===== src/rtl/pc_fetch_unit_if.sv =====
// Instruction-memory and decode handshake signals of the fetch unit.
// master: fetch unit side; slave: memory/decode side.
interface pc_fetch_unit_if;
  logic        imem_req;
  logic [31:2] imem_addr;
  logic        imem_ack;
  logic [31:0] imem_rdata;
  logic [31:0] instr;
  logic        instr_valid;
  logic        instr_ready;

  modport master (
    output imem_req, imem_addr, instr, instr_valid,
    input  imem_ack, imem_rdata, instr_ready
  );

  modport slave (
    input  imem_req, imem_addr, instr, instr_valid,
    output imem_ack, imem_rdata, instr_ready
  );
endinterface


===== src/rtl/pc_fetch_unit.sv =====
// PC register and instruction fetch FSM with exception redirect,
// including abort/drain of an in-flight memory request.
module pc_fetch_unit #(
  parameter logic [31:2] RESET_PC   = 30'h00000C00,
  parameter logic [31:2] EXC_VECTOR = 30'h00001060
) (
  input  logic                    clk,
  input  logic                    rst,
  pc_fetch_unit_if.master         bus,
  input  logic [31:2]             pc_in,
  input  logic                    exc_req,
  output logic [31:2]             pc_out,
  output logic [31:2]             pc_plus1,
  output logic [31:2]             epc_out
);

  typedef enum logic [1:0] {IDLE, FETCH, VALID, DRAIN} state_t;

  state_t      state, state_n;
  logic [31:2] pc, pc_n;
  logic [31:2] epc, epc_n;
  logic [31:2] abort_addr, abort_addr_n;
  logic [31:0] instr_q, instr_n;
  logic        valid_q, valid_n;

  always_ff @(posedge clk or posedge rst) begin
    if (rst) begin
      state      <= IDLE;
      pc         <= RESET_PC;
      epc        <= '0;
      abort_addr <= '0;
      instr_q    <= '0;
      valid_q    <= 1'b0;
    end else begin
      state      <= state_n;
      pc         <= pc_n;
      epc        <= epc_n;
      abort_addr <= abort_addr_n;
      instr_q    <= instr_n;
      valid_q    <= valid_n;
    end
  end

  always_comb begin
    state_n      = state;
    pc_n         = pc;
    epc_n        = epc;
    abort_addr_n = abort_addr;
    instr_n      = instr_q;
    valid_n      = valid_q;
    unique case (state)
      IDLE: begin
        state_n = FETCH;
        if (exc_req) begin
          epc_n = pc;
          pc_n  = EXC_VECTOR;
        end
      end
      FETCH: begin
        if (exc_req) begin
          epc_n = pc;
          pc_n  = EXC_VECTOR;
          // A request still outstanding must be drained at its original address.
          if (bus.imem_ack) begin
            state_n = FETCH;
          end else begin
            abort_addr_n = pc;
            state_n      = DRAIN;
          end
        end else if (bus.imem_ack) begin
          instr_n = bus.imem_rdata;
          valid_n = 1'b1;
          state_n = VALID;
        end
      end
      VALID: begin
        if (exc_req) begin
          epc_n   = pc;
          pc_n    = EXC_VECTOR;
          valid_n = 1'b0;
          state_n = FETCH;
        end else if (bus.instr_ready) begin
          pc_n    = pc_in;
          valid_n = 1'b0;
          state_n = FETCH;
        end
      end
      DRAIN: begin
        if (exc_req) begin
          pc_n = EXC_VECTOR;
        end else if (bus.imem_ack) begin
          state_n = FETCH;
        end
      end
      default: state_n = IDLE;
    endcase
  end

  assign bus.imem_req    = (state == FETCH) || (state == DRAIN);
  assign bus.imem_addr   = (state == DRAIN) ? abort_addr : pc;
  assign bus.instr       = instr_q;
  assign bus.instr_valid = valid_q;
  assign pc_out          = pc;
  assign pc_plus1        = pc + 30'd1;
  assign epc_out         = epc;

endmodule


===== src/flat_wrapper.sv =====
// flat-port wrapper written by rule: the top's interface ports become plain ports
module pc_fetch_unit_flat 
#(
  parameter logic [31:2] RESET_PC   = 30'h00000C00,
  parameter logic [31:2] EXC_VECTOR = 30'h00001060
)
  (clk, rst, pc_in, exc_req, pc_out, pc_plus1, epc_out, bus_imem_req, bus_imem_addr, bus_instr, bus_instr_valid, bus_imem_ack, bus_imem_rdata, bus_instr_ready);
  pc_fetch_unit_if bus_i ();
  input  logic clk;
  input  logic rst;
  input  logic [31:2] pc_in;
  input  logic exc_req;
  output logic [31:2] pc_out;
  output logic [31:2] pc_plus1;
  output logic [31:2] epc_out;
  output wire logic [$bits(bus_i.imem_req)-1:0] bus_imem_req;
  output wire logic [$bits(bus_i.imem_addr)-1:0] bus_imem_addr;
  output wire logic [$bits(bus_i.instr)-1:0] bus_instr;
  output wire logic [$bits(bus_i.instr_valid)-1:0] bus_instr_valid;
  input wire logic [$bits(bus_i.imem_ack)-1:0] bus_imem_ack;
  input wire logic [$bits(bus_i.imem_rdata)-1:0] bus_imem_rdata;
  input wire logic [$bits(bus_i.instr_ready)-1:0] bus_instr_ready;
  assign bus_imem_req = bus_i.imem_req;
  assign bus_imem_addr = bus_i.imem_addr;
  assign bus_instr = bus_i.instr;
  assign bus_instr_valid = bus_i.instr_valid;
  assign bus_i.imem_ack = bus_imem_ack;
  assign bus_i.imem_rdata = bus_imem_rdata;
  assign bus_i.instr_ready = bus_instr_ready;
  pc_fetch_unit #(.RESET_PC(RESET_PC), .EXC_VECTOR(EXC_VECTOR)) u_core (.clk(clk), .rst(rst), .bus(bus_i), .pc_in(pc_in), .exc_req(exc_req), .pc_out(pc_out), .pc_plus1(pc_plus1), .epc_out(epc_out));
endmodule

===== config.mk =====
export PLATFORM = sky130hd
export DESIGN_NAME = pc_fetch_unit_flat
export DESIGN_NICKNAME = d
export VERILOG_FILES = /design/src/rtl/pc_fetch_unit_if.sv /design/src/rtl/pc_fetch_unit.sv /design/src/flat_wrapper.sv
export SDC_FILE = /design/constraint.sdc
export NUM_CORES = 1
export LEC_CHECK = 0
export CORE_MARGIN = 2
export CORE_UTILIZATION = 45
export CTS_BUF_LIST = sky130_fd_sc_hd__clkbuf_4
export CTS_CLUSTER_DIAMETER = 50
export CTS_CLUSTER_SIZE = 30
export DETAILED_ROUTE_END_ITERATION = 8
export HOLD_SLACK_MARGIN = 0.1
export PLACE_DENSITY = 0.92
export SYNTH_ARGS = -nofsm -noshare
export SYNTH_HDL_FRONTEND = slang
export SYNTH_SLANG_ARGS = --single-unit

===== constraint.sdc =====
create_clock -name clk -period 4.63 [get_ports clk]
set_input_delay 0.926 -clock clk [delete_from_list [all_inputs] [get_ports clk]]
set_output_delay 0.926 -clock clk [all_outputs]
set_load 0.1 [all_outputs]

# After elaboration in Yosys (flattened, before gate mapping)

Cells that the tools add are included.

$add $sub $neg: 1
Multipliers: 0
Div/mod/pow operators: 0
Magnitude comparators: 0
Eq/ne operators: 10
Shift operators: 0
Muxes and demuxes: 18
Bitwise gates (word level): 2
Reduce and logical (&&, ||, !) cells: 11

Operators by type and width:

| operator              | number |
|---|---|
| $mux 30               | 4 |
| $pmux 30 s2           | 1 |
| $add 30x1->30 const B | 1 |
| $mux 2                | 7 |
| $ne 2x2->1 const B    | 4 |
| $pmux 2 s4            | 1 |
| $reduce_and 4->1      | 2 |
| $ne 3x3->1 const B    | 2 |
| $reduce_and 3->1      | 2 |
| $reduce_or 3->1       | 2 |
| $eq 2x2->1 const B    | 2 |
| $mux 1                | 4 |
| $reduce_and 2->1      | 2 |
| $eq 2x1->1 const B    | 1 |
| $logic_not 2->1       | 1 |
| $ne 2x1->1 const B    | 1 |
| $not 1->1             | 2 |
| $pmux 1 s2            | 1 |
| $reduce_bool 2->1     | 1 |
| $logic_or 1x1->1      | 1 |

Bits in registers: 125
Latch bits: 0
RAM bits: 0
ROM bits: 0
Bits of input ports: 67
Output and inout bits: 154
Word-level logic and storage cells: 48
Memories kept: 0

# Longest topological paths before layout

Gate-level depths: netlist of run 1.

Word-level depth: 4
Mapped depth: 6
Mapped depth without buffers: 5

# Least setup slack after synthesis of run 1

No wires, ideal clock.

Path type: reg2out
Start point: register u_core.pc (netlist bit u_core.pc_out[2])
End point: output pc_plus1[24] (netlist bit)
Arrival: 3.621 ns
Data required time: 3.704 ns
Path slack: 0.083 ns
Cell stages (with the launch flop): 6
Buffers on the path: 0
Cells stage by stage: dfrtp_1 > ha_1 > nand3_4 > nor4_4 > nand4_1 > xnor2_1

Cells in the longest elaborated chain, start to end: 1

RTL lines:

| element                | RTL line             | RTL |
|---|---|---|
| start, declared        | pc_fetch_unit.sv:20  | `logic [31:2] pc, pc_n;` |
| start signal, assigned | pc_fetch_unit.sv:36  | `pc <= pc_n;` |
| $add 30x1->30          | pc_fetch_unit.sv:104 | `assign pc_plus1 = pc + 30'd1;` |
| end, declared          | flat_wrapper.sv:14   | `output logic [31:2] pc_plus1;` |

No other way between the ends.

# Final worst setup path of run 1

Start point: register u_core.pc (netlist bit u_core.pc_out[6])
End point: output pc_plus1[11] (netlist bit)

Same word-level chain as after synthesis.

==> results of run 1 <==
layer usage:
layer | vias up | GRT usage | wire length [µm] | share of wire
met4 | 0 | 0.08810 | 160 | 0.010
met3 | 14 | 0.06746 | 984 | 0.064
met5 | - | 0 | 0 | 0
li1 | 1931 | - | - | -
met1 | 2210 | 0.2900 | 6342 | 0.41
met2 | 176 | 0.3814 | 7912 | 0.51
cell families after synthesis:
kind of cell	synth area share
and+or+nand+nor	0.07645
muxes	0.2412
adders and majority gates	0.003954
AOI/OAI and AO/OA	0.05251
DFF	0.5496
buffers and inverters	0.03317
xor gates and xnor gates	0.04306
where the power goes:
| part | leakage [nW] | total [mW] | internal, mW | switching (mW) |
|---|---|---|---|---|
| registers | 1.61 | 1.32 | 1.23 | 0.0934 |
| clock network | 0.138 | 0.684 | 0.307 | 0.378 |
| logic | 1.85 | 1.76 | 0.445 | 1.31 |
| total | 3.60 | 3.77 | 1.98 | 1.78 |
through the flow:
stage | area (µm²) | instances
floorplan | 5695 | 423
global placement | 7900 | 783
detailed placement | 7900 | 783
CTS | 8142 | 814
global route | 8142 | 814
finish | 8142 | 814
critical path, delay by kind of cell (launching register included):
family / cells / cell delay, ns
flops: 1 / 0.56
buf+inv: 1 / 1.18
simple gates: 3 / 0.63
xor+xnor: 1 / 0.18
sequential cells by signal, summed over array words and instances, names as in the netlist:
signal,count
u_core.bus.instr,32
u_core.abort_addr,30
u_core.epc_out,30
u_core.pc_out,30
u_core.state,2
u_core.bus.instr_valid,1
final cells by class:
class                           instances  area [µm²]
Tap cell                              172       215.2
Inverter                                5       21.27
Fill cell                             938        4324
Timing Repair Buffer                  224        2142
Sequential cell                       125        3131
Clock buffer                           18       135.1
Clock inverter                         13       106.4
Multi-Input combinational cell        257        2391
cells in the final DEF, fill, tap and decap left out, types with 2 or more instances in the layout:
cell type,n
dfstp_2,2
and4_1,2
o22a_1,3
nor2_1,10
buf_4,44
clkinv_1,7
a22o_1,27
clkdlybuf4s50_1,179
mux2_2,122
xnor2_1,19
and3_1,3
nand4_1,10
clkinv_2,4
o21ai_0,4
nand3_1,14
nor3_2,2
dfrtp_1,123
clkbuf_4,18
xor2_1,9
inv_1,4
nand2b_1,4
nand2_1,12
bufinv_16,2
how the worst min path moves through the flow:
stage	cells past startpoint	endpoint	slack, ns	start
floorplan	1	u_core.abort_addr[10]	0.48	u_core.abort_addr[10]
global placement	1	u_core.abort_addr[25]	0.49	u_core.abort_addr[25]
detailed placement	1	u_core.abort_addr[19]	0.49	u_core.abort_addr[19]
CTS	1	u_core.abort_addr[15]	0.51	u_core.abort_addr[15]
global route	1	u_core.abort_addr[9]	0.52	u_core.abort_addr[9]
finish	1	u_core.epc_out[10]	0.51	u_core.epc_out[10]
==> out/results.txt, run 1 <==
Avg Cell Area, Syn: 13.46 µm²
Proportion of layout cells with a drive suffix above 1: 0.3224
Power Density: 462.5 nW/µm²
Worst min-delay path class: flip-flop to flip-flop
Final ANT Viol Nets: 0
Worst path max stage delay: 1.18 ns
YS warnings: 0
Routed vias: 4331
Syn Inst Count: 423
DRC: 0
Top post-synthesis cells by area: dfrtp_1, mux2_2, a22o_1, xnor2_1, buf_2
Drt pass-1 iters: 5
Synth Register Bits: 125
Slowest CP cell: clkdlybuf4s50_1
Max-cap violations: 0
Slew Viols, Final: 0
Post-Syn Area: 5695 µm²
Overall routing resource usage: 0.2315
Placer congestion estimate: 0.7990
RSZ-0062 raised after global routing: false
Largest net degree at the start of global routing: 76
Synth cell types: 37
Fin util: 0.6531
Max Freq: 250.1 MHz
Syn Nets: 491
R2R depth: 3
Final Hold Violating Endpoints: 0
Die area: 13570 µm²
DRT Wirelength: 15400 µm
Worst reg2reg setup slack: 2.22 ns
Max_slew headroom: 0.3209
CTS max path bufs: 2
Setup TNS: 0 ns
Worst setup path startpoint: u_core.pc_out[6]
Post-synth EDFFs: 0
Clk_skew: 0.01187 ns
Fin nets: 698
WHS: 0.5119 ns
Starting DRC count in detailed routing: 278
Drt wl/cell: 18.92 µm
Tmin final: 3.998 ns
Worst Setup End Kind: output port
Post-CTS Setup Bufs: 0
Sink Count: 125
Synth area leader: dfrtp_1
Worst setup SP type: flip-flop
Top-count cell post-synth: dfrtp_1
Vias/cell: 5.321
Post-synth top area share: 0.5404
Num ports: 221
Worst vdd ir: 0.6071 mV
Worst r2r dst: u_core.epc_out[15]
# hold bufs at CTS: 0
Cell chain of the critical path: nand3_1 > nor2_1 > nand3_1 > xnor2_1 > clkdlybuf4s50_1
Gr ovfl total: 0
Post-DP HPWL: 11140 µm
Post-CTS sizing: 0
I/O Buffers: 220
Leak: 3.599 nW
CP Class: flip-flop to output port
Row cnt: 41
Pwr Total: 3.765 mW
Total CTS buffers: 17
Antenna cell count: 0
Clock transition at path regs: 0.10 ns
Crit-path most repeated cell: nand3_1
Final worst slack: 0.6315 ns
Final setup violation count: 0
Sequential share of the synthesized area: 0.5496
Worst reg2reg startpoint: u_core.state[1]
CP Data Arrival Time: 3.07 ns
Slew @ Worst Pin: 1.015 ns
Root buf cell: clkbuf_4
Y dimension of the die: 116.5 µm
Vias in the first global route: 4409
CTS tree: yes
Critical Path RT: 3.70 ns
Initial core utilization: 0.4569
Core ar.: 12470 µm²
First-pass GRT wire length: 23520 µm
Worst-path fanout max: 10
H-tree depth: 4
Fin crit share: 0.8636
Layout area overhead: 42.95%
Die width: 116.5 µm
Main flop type after synthesis: dfrtp_1
Worst Setup EP: pc_plus1[11]
Setup slack at placement: 1.175 ns
Commonest cells in the netlist: dfrtp_1, mux2_2, a22o_1
Worst skew pair latency: 0.53 ns
Initial antenna violation count: 0
Status: complete, no violations
Share of flip-flops with an asynchronous set or reset: 1.000
Power figures use the tool's default switching activity.
==> run 2, diff against run 1 <==
--- a/config.mk
+++ b/config.mk
@@ -5,14 +5,16 @@
 export SDC_FILE = /design/constraint.sdc
 export NUM_CORES = 1
 export LEC_CHECK = 0
+export CELL_PAD_IN_SITES_DETAIL_PLACEMENT = 0
+export CELL_PAD_IN_SITES_GLOBAL_PLACEMENT = 2
 export CORE_MARGIN = 2
-export CORE_UTILIZATION = 45
+export CORE_UTILIZATION = 29
 export CTS_BUF_LIST = sky130_fd_sc_hd__clkbuf_4
 export CTS_CLUSTER_DIAMETER = 50
 export CTS_CLUSTER_SIZE = 30
 export DETAILED_ROUTE_END_ITERATION = 8
 export HOLD_SLACK_MARGIN = 0.1
-export PLACE_DENSITY = 0.92
+export PLACE_DENSITY = 0.93
 export SYNTH_ARGS = -nofsm -noshare
 export SYNTH_HDL_FRONTEND = slang
 export SYNTH_SLANG_ARGS = --single-unit
==> run 2 against run 1 <==
Compared with the run above:
- non-clock buffer count shrank 1
- core utilization shrank 23 points
- register-to-register slack lost 0.20 ns
- setup slack gained 0.10 ns
- sequential share of layout area shrank 0.54 points
- first-iteration DRC count shrank 58%
- critical path type unchanged
==> out/results.txt, run 2 (synthesis gave the netlist of run 1 again) <==
Vias/cell: 4.676 (-12%)
Status: complete, no violations
Slew Viols, Final: 0 (unchanged)
DRC: 0 (unchanged)
DRT Wirelength: 16030 µm (+4.1%)
Max Freq: 256.7 MHz (+2.6%)
Met2 Use GR: 0.2401 (-0.1413)
Worst setup SP type: flip-flop
Final setup violation count: 0 (unchanged)
Largest net degree at the start of global routing: 79 (+3.9%)
Root buf cell: clkbuf_4
Sink Count: 125 (unchanged)
Placer congestion estimate: 0.7323 (-8.3%)
Setup TNS: 0 ns (unchanged)
Post-CTS sizing: 0 (unchanged)
Core ar.: 19400 µm² (+56%)
Die width: 144.1 µm (+24%)
Worst vdd ir: 0.4788 mV (-21%)
Vias in the first global route: 4250 (-3.6%)
Num ports: 221 (unchanged)
Max reg flops: 32 (unchanged)
GR peak layer: met2
CTS tree: yes
# hold bufs at CTS: 0 (unchanged)
Starting DRC count in detailed routing: 116 (-58%)
Final ANT Viol Nets: 0 (unchanged)
Antenna cell count: 0 (unchanged)
Max_slew headroom: 0.3098 (-0.01106)
Initial antenna violation count: 0 (unchanged)
WHS: 0.5078 ns (-0.004097 ns)
Worst Setup End Kind: output port
Y dimension of the die: 144.1 µm (+24%)
CP Data Arrival Time: 2.97 ns (-0.10 ns)
Drt pass-1 iters: 4 (-1)
First-pass GRT wire length: 24380 µm (+3.6%)
RSZ-0062 raised after global routing: false
Worst skew pair latency: 0.52 ns (about the same)
Die area: 20780 µm² (+53%)
Initial core utilization: 0.2936 (-0.1633)
Post-DP HPWL: 11350 µm (+1.8%)
Tmin final: 3.895 ns (-0.1032 ns)
Register Area: 3131 µm² (unchanged)
Area after DPL: 7984 µm² (+1.1%)
Slew @ Worst Pin: 1.032 ns (+0.01653 ns)
Gr ovfl total: 0 (unchanged)
Final Hold Violating Endpoints: 0 (unchanged)
Drt wl/cell: 17.71 µm (-6.4%)
Overall routing resource usage: 0.1550 (-0.07643)
Final Cell Area: 8258 µm² (+1.4%)
Leak: 3.626 nW (+0.73%)
CP Class: flip-flop to output port
Post-CTS Setup Bufs: 0 (unchanged)
Row cnt: 51 (+24%)
Worst-path fanout max: 9 (-1)
Fin nets: 697 (-0.14%)
Layout area overhead: 44.99%
H-tree depth: 4 (unchanged)
Commonest cells after routing, fill and taps aside: clkdlybuf4s50_1, dfrtp_1, mux2_2
Worst reg2reg setup slack: 2.02 ns (-0.20 ns)
Multi-input gate area: 2394 µm² (+0.10%)
CTS max path bufs: 2 (unchanged)
Met3 usage: 0.04570 (-0.02177)
Clock transition at path regs: 0.11 ns (about the same)
Critical Path RT: 3.70 ns (about the same)
Leading cell type in the layout, fill and taps excluded: clkdlybuf4s50_1
Total CTS buffers: 17 (unchanged)
Power Density: 466.6 nW/µm² (+0.89%)
Proportion of layout cells with a drive suffix above 1: 0.3453 (+0.02288)
Met1 usage: 0.2077 (-0.08236)
Routed vias: 4232 (-2.3%)
Fin crit share: 0.8413 (-0.02228)
I/O Buffers: 220 (unchanged)
Max-cap violations: 0 (unchanged)
Fill count: 1863 (+99%)
Clk_skew: 0.01899 ns (+0.007126 ns)
Worst min-delay path class: flip-flop to flip-flop
run 2: cell types whose count changed in the layout (fill, tap and decap cells not counted):
cell and delta:
clkdlybuf4s50_1 -11, nand2_1 -1, nand2_2 +1, clkinv_1 -4
buf_4 +10, clkinv_2 -1, clkinvlp_4 +1, bufinv_16 +1
clkbuf_4 +2
run 2: area by class of cell:
| type | instances | area share |
|---|---|---|
| repair buffers | 223 | 0.2552 |
| clock inverters | 10 | 0.01500 |
| flip-flops and latches | 125 | 0.3791 |
| multi-input cells | 257 | 0.2898 |
| inverters | 5 | 0.002576 |
| well taps | 265 | 0.04015 |
| clock buffers | 20 | 0.01818 |
run 2: routing by layer:
layer / wire [µm] / vias to the layer above
met3: 1067 / 18
li1: - / 1923
met4: 262 / 0
met5: 0 / -
met1: 7129 / 2136
met2: 7572 / 155
run 2: worst max-delay path, cell delays in order (launching register included):
cell             delay, ns
dfrtp_1               0.51
ha_1                  0.29
nand3_4               0.15
nor2_1                0.18
xor2_1                0.16
clkdlybuf4s50_1       1.16
run 2: stage by stage:
step / util / instances / setup slack [ns] / total power [mW]
after floorplan: - / 423 / 0.08259 / 2.671
after global placement: 0.4116 / 875 / 1.314 / 3.089
after detailed placement: 0.4116 / 875 / 1.288 / 3.108
after CTS: 0.4257 / 905 / 0.6714 / 3.904
after global routing: 0.4257 / 905 / 0.5568 / 4.010
final: 0.4257 / 905 / 0.7347 / 3.853
run 2: path summary, 6_finish.rpt:
check                                         end                   start  depth (start not counted)
max                                   pc_plus1[8]        u_core.pc_out[2]                          5
min                        u_core.bus.instr_valid  u_core.bus.instr_valid                          2
max reg2reg                    u_core.epc_out[22]         u_core.state[1]                          3
min reg2reg                u_core.bus.instr_valid  u_core.bus.instr_valid                          2
max in group asynchronous       u_core.pc_out[12]                     rst                          3
min in group asynchronous    u_core.bus.instr[29]                     rst                          2
run 2: power breakdown:
part	internal (mW)	switching (mW)
logic	0.442	1.31
registers	1.23	0.0910
clock network	0.379	0.401
total	2.05	1.80
==> run 3, diff against run 2 <==
==> constraint.sdc (replaced) <==
create_clock -name clk -period 3.78 [get_ports clk]
set_input_delay 0.756 -clock clk [delete_from_list [all_inputs] [get_ports clk]]
set_output_delay 0.756 -clock clk [all_outputs]
set_load 0.1 [all_outputs]
==> run 3 against run 2 <==
Compared with the run above:
- sequential share of layout area decreased by 1.2 points
- setup slack got worse by 0.30 ns
- via count decreased by 0.14%
- final area increased by 3.2%
- clock skew increased by 0.00099 ns
- total power increased by 25%
- combinational power increased by 23%
- critical path depth increased by 1
- worst hold slack improved by 0.0051 ns
==> out/results.txt, run 3 (synthesis gave the netlist of run 1 again) <==
Post-CTS Setup Bufs: 0 (unchanged)
Row cnt: 51 (unchanged)
Status: complete, no violations
Setup TNS: 0 ns (unchanged)
Vias/cell: 4.639 (-0.80%)
Final worst slack: 0.4381 ns (-0.2966 ns)
Clk_skew: 0.01998 ns (+0.0009892 ns)
RSZ-0062 raised after global routing: false
Post-DP HPWL: 11280 µm (-0.62%)
Die width: 144.1 µm (unchanged)
Commonest cells after routing, fill and taps aside: clkdlybuf4s50_1, dfrtp_1, mux2_2
Slowest CP cell: dfrtp_1
Worst path max stage delay: 0.50 ns (-0.66 ns)
Starting DRC count in detailed routing: 118 (+1.7%)
Y dimension of the die: 144.1 µm (unchanged)
Placer congestion estimate: 0.7612 (+3.9%)
WHS: 0.5129 ns (+0.005118 ns)
Worst min-delay path class: flip-flop to flip-flop
Fin crit share: 0.8841
Cell chain of the critical path: ha_1 > nand3_4 > nor4_4 > nand3_1 > xnor2_2 > buf_4
Max reg flops: 32 (unchanged)
First-pass GRT wire length: 24440 µm (+0.25%)
Final setup violation count: 0 (unchanged)
CP Data Arrival Time: 2.59 ns (-0.38 ns)
Post-Layout Cell Count: 911 (+0.66%)
Max_slew headroom: 0.3256 (+0.01578)
Worst vdd ir: 0.5908 mV (+23%)
Final ANT Viol Nets: 0 (unchanged)
Clock transition at path regs: 0.12 ns (about the same)
Setup slack at placement: 0.9794 ns (-0.3084 ns)
Worst-path fanout max: 8 (-1)
Max Freq: 299.2 MHz
Largest net degree at the start of global routing: 126 (+59%)
Power Density: 564.9 nW/µm² (+21%)
Critical Path RT: 3.02 ns (-0.68 ns)
Sink Count: 125 (unchanged)
Drt wl/cell: 17.52 µm (-1.1%)
Slew @ Worst Pin: 1.008 ns (-0.02359 ns)
# hold bufs at CTS: 0 (unchanged)
Initial antenna violation count: 0 (unchanged)
Drt pass-1 iters: 4 (unchanged)
Initial core utilization: 0.2936 (unchanged)
Core ar.: 19400 µm² (unchanged)
DRT Wirelength: 15960 µm (-0.42%)
Proportion of layout cells with a drive suffix above 1: 0.4056 (+0.06026)
Leading cell type in the layout, fill and taps excluded: clkdlybuf4s50_1
CP Class: flip-flop to output port
Fill count: 1825 (-2.0%)
Total CTS buffers: 17 (unchanged)
Overall routing resource usage: 0.1551 (about the same)
Max-cap violations: 0 (unchanged)
Gr ovfl total: 0 (unchanged)
Num ports: 221 (unchanged)
Slew Viols, Final: 0 (unchanged)
Dpl cells: 879 (+0.46%)
Vias in the first global route: 4414 (+3.9%)
Worst Setup End Kind: output port
Worst skew pair latency: 0.52 ns (about the same)
Worst setup SP type: flip-flop
Tmin final: 3.342 ns
Die area: 20780 µm² (unchanged)
Layout area overhead: 49.69%
Antenna cell count: 0 (unchanged)
Leak: 3.834 nW (+5.7%)
Fin nets: 701 (+0.57%)
Post-CTS sizing: 0 (unchanged)
Root buf cell: clkbuf_4
H-tree depth: 4 (unchanged)
I/O Buffers: 220 (unchanged)
Final Hold Violating Endpoints: 0 (unchanged)
Routed vias: 4226 (-0.14%)
DRC: 0 (unchanged)
CTS tree: yes
Worst reg2reg setup slack: 1.31 ns (-0.71 ns)
CTS max path bufs: 2 (unchanged)
-- run 3: critical path, delay by kind of cell (launching register included) --
family | cells | cell delay (ns)
buffers and inverters | 1 | 0.31
adders and majority gates | 1 | 0.29
and+or+nand+nor | 3 | 0.79
DFF | 1 | 0.50
xor gates and xnor gates | 1 | 0.17
-- run 3: path summary, 6_finish.rpt --
| path | startpoint | cells after the start | to |
|---|---|---|---|
| max | u_core.pc_out[3] | 6 | pc_plus1[30] |
| min | u_core.abort_addr[28] | 1 | u_core.abort_addr[28] |
| max reg2reg | u_core.state[1] | 4 | u_core.epc_out[28] |
| min reg2reg | u_core.abort_addr[28] | 1 | u_core.abort_addr[28] |
| max in group asynchronous | rst | 3 | u_core.epc_out[20] |
| min in group asynchronous | rst | 3 | u_core.pc_out[28] |
-- run 3: layer usage --
| layer | part of all wire | vias up | track usage | routed length, µm |
|---|---|---|---|---|
| met5 | 0 | - | 0 | 0 |
| met4 | 0.014 | 0 | 0.04752 | 221 |
| met3 | 0.067 | 17 | 0.04967 | 1073 |
| met2 | 0.47 | 161 | 0.2404 | 7473 |
| met1 | 0.45 | 2123 | 0.2079 | 7195 |
| li1 | - | 1925 | - | - |
-- run 3: area by class of cell --
cell class | count | area, µm² | area share
multi-input combinational | 257 | 2581 | 0.3028
tap | 265 | 331.6 | 0.03889
clock buffer | 18 | 135.1 | 0.01585
inverter | 5 | 22.52 | 0.002642
clock inverter | 14 | 175.2 | 0.02055
timing repair buffer | 227 | 2150 | 0.2521
sequential | 125 | 3131 | 0.3672
-- run 3: power by group --
part | switching, mW | internal (mW) | leakage [nW] | total [mW]
clock network | 0.513 | 0.522 | 0.164 | 1.03
logic | 1.60 | 0.552 | 2.06 | 2.15
registers | 0.119 | 1.51 | 1.61 | 1.63
total | 2.23 | 2.58 | 3.83 | 4.82
-- run 3: through the flow --
step / power (mW) / area (µm²) / util
CTS: 4.885 / 8526 / 0.4395
global placement: 3.801 / 8215 / 0.4235
floorplan: 3.278 / 5887 / -
global route: 5.007 / 8526 / 0.4395
finish: 4.816 / 8526 / 0.4395
detailed placement: 3.823 / 8215 / 0.4235
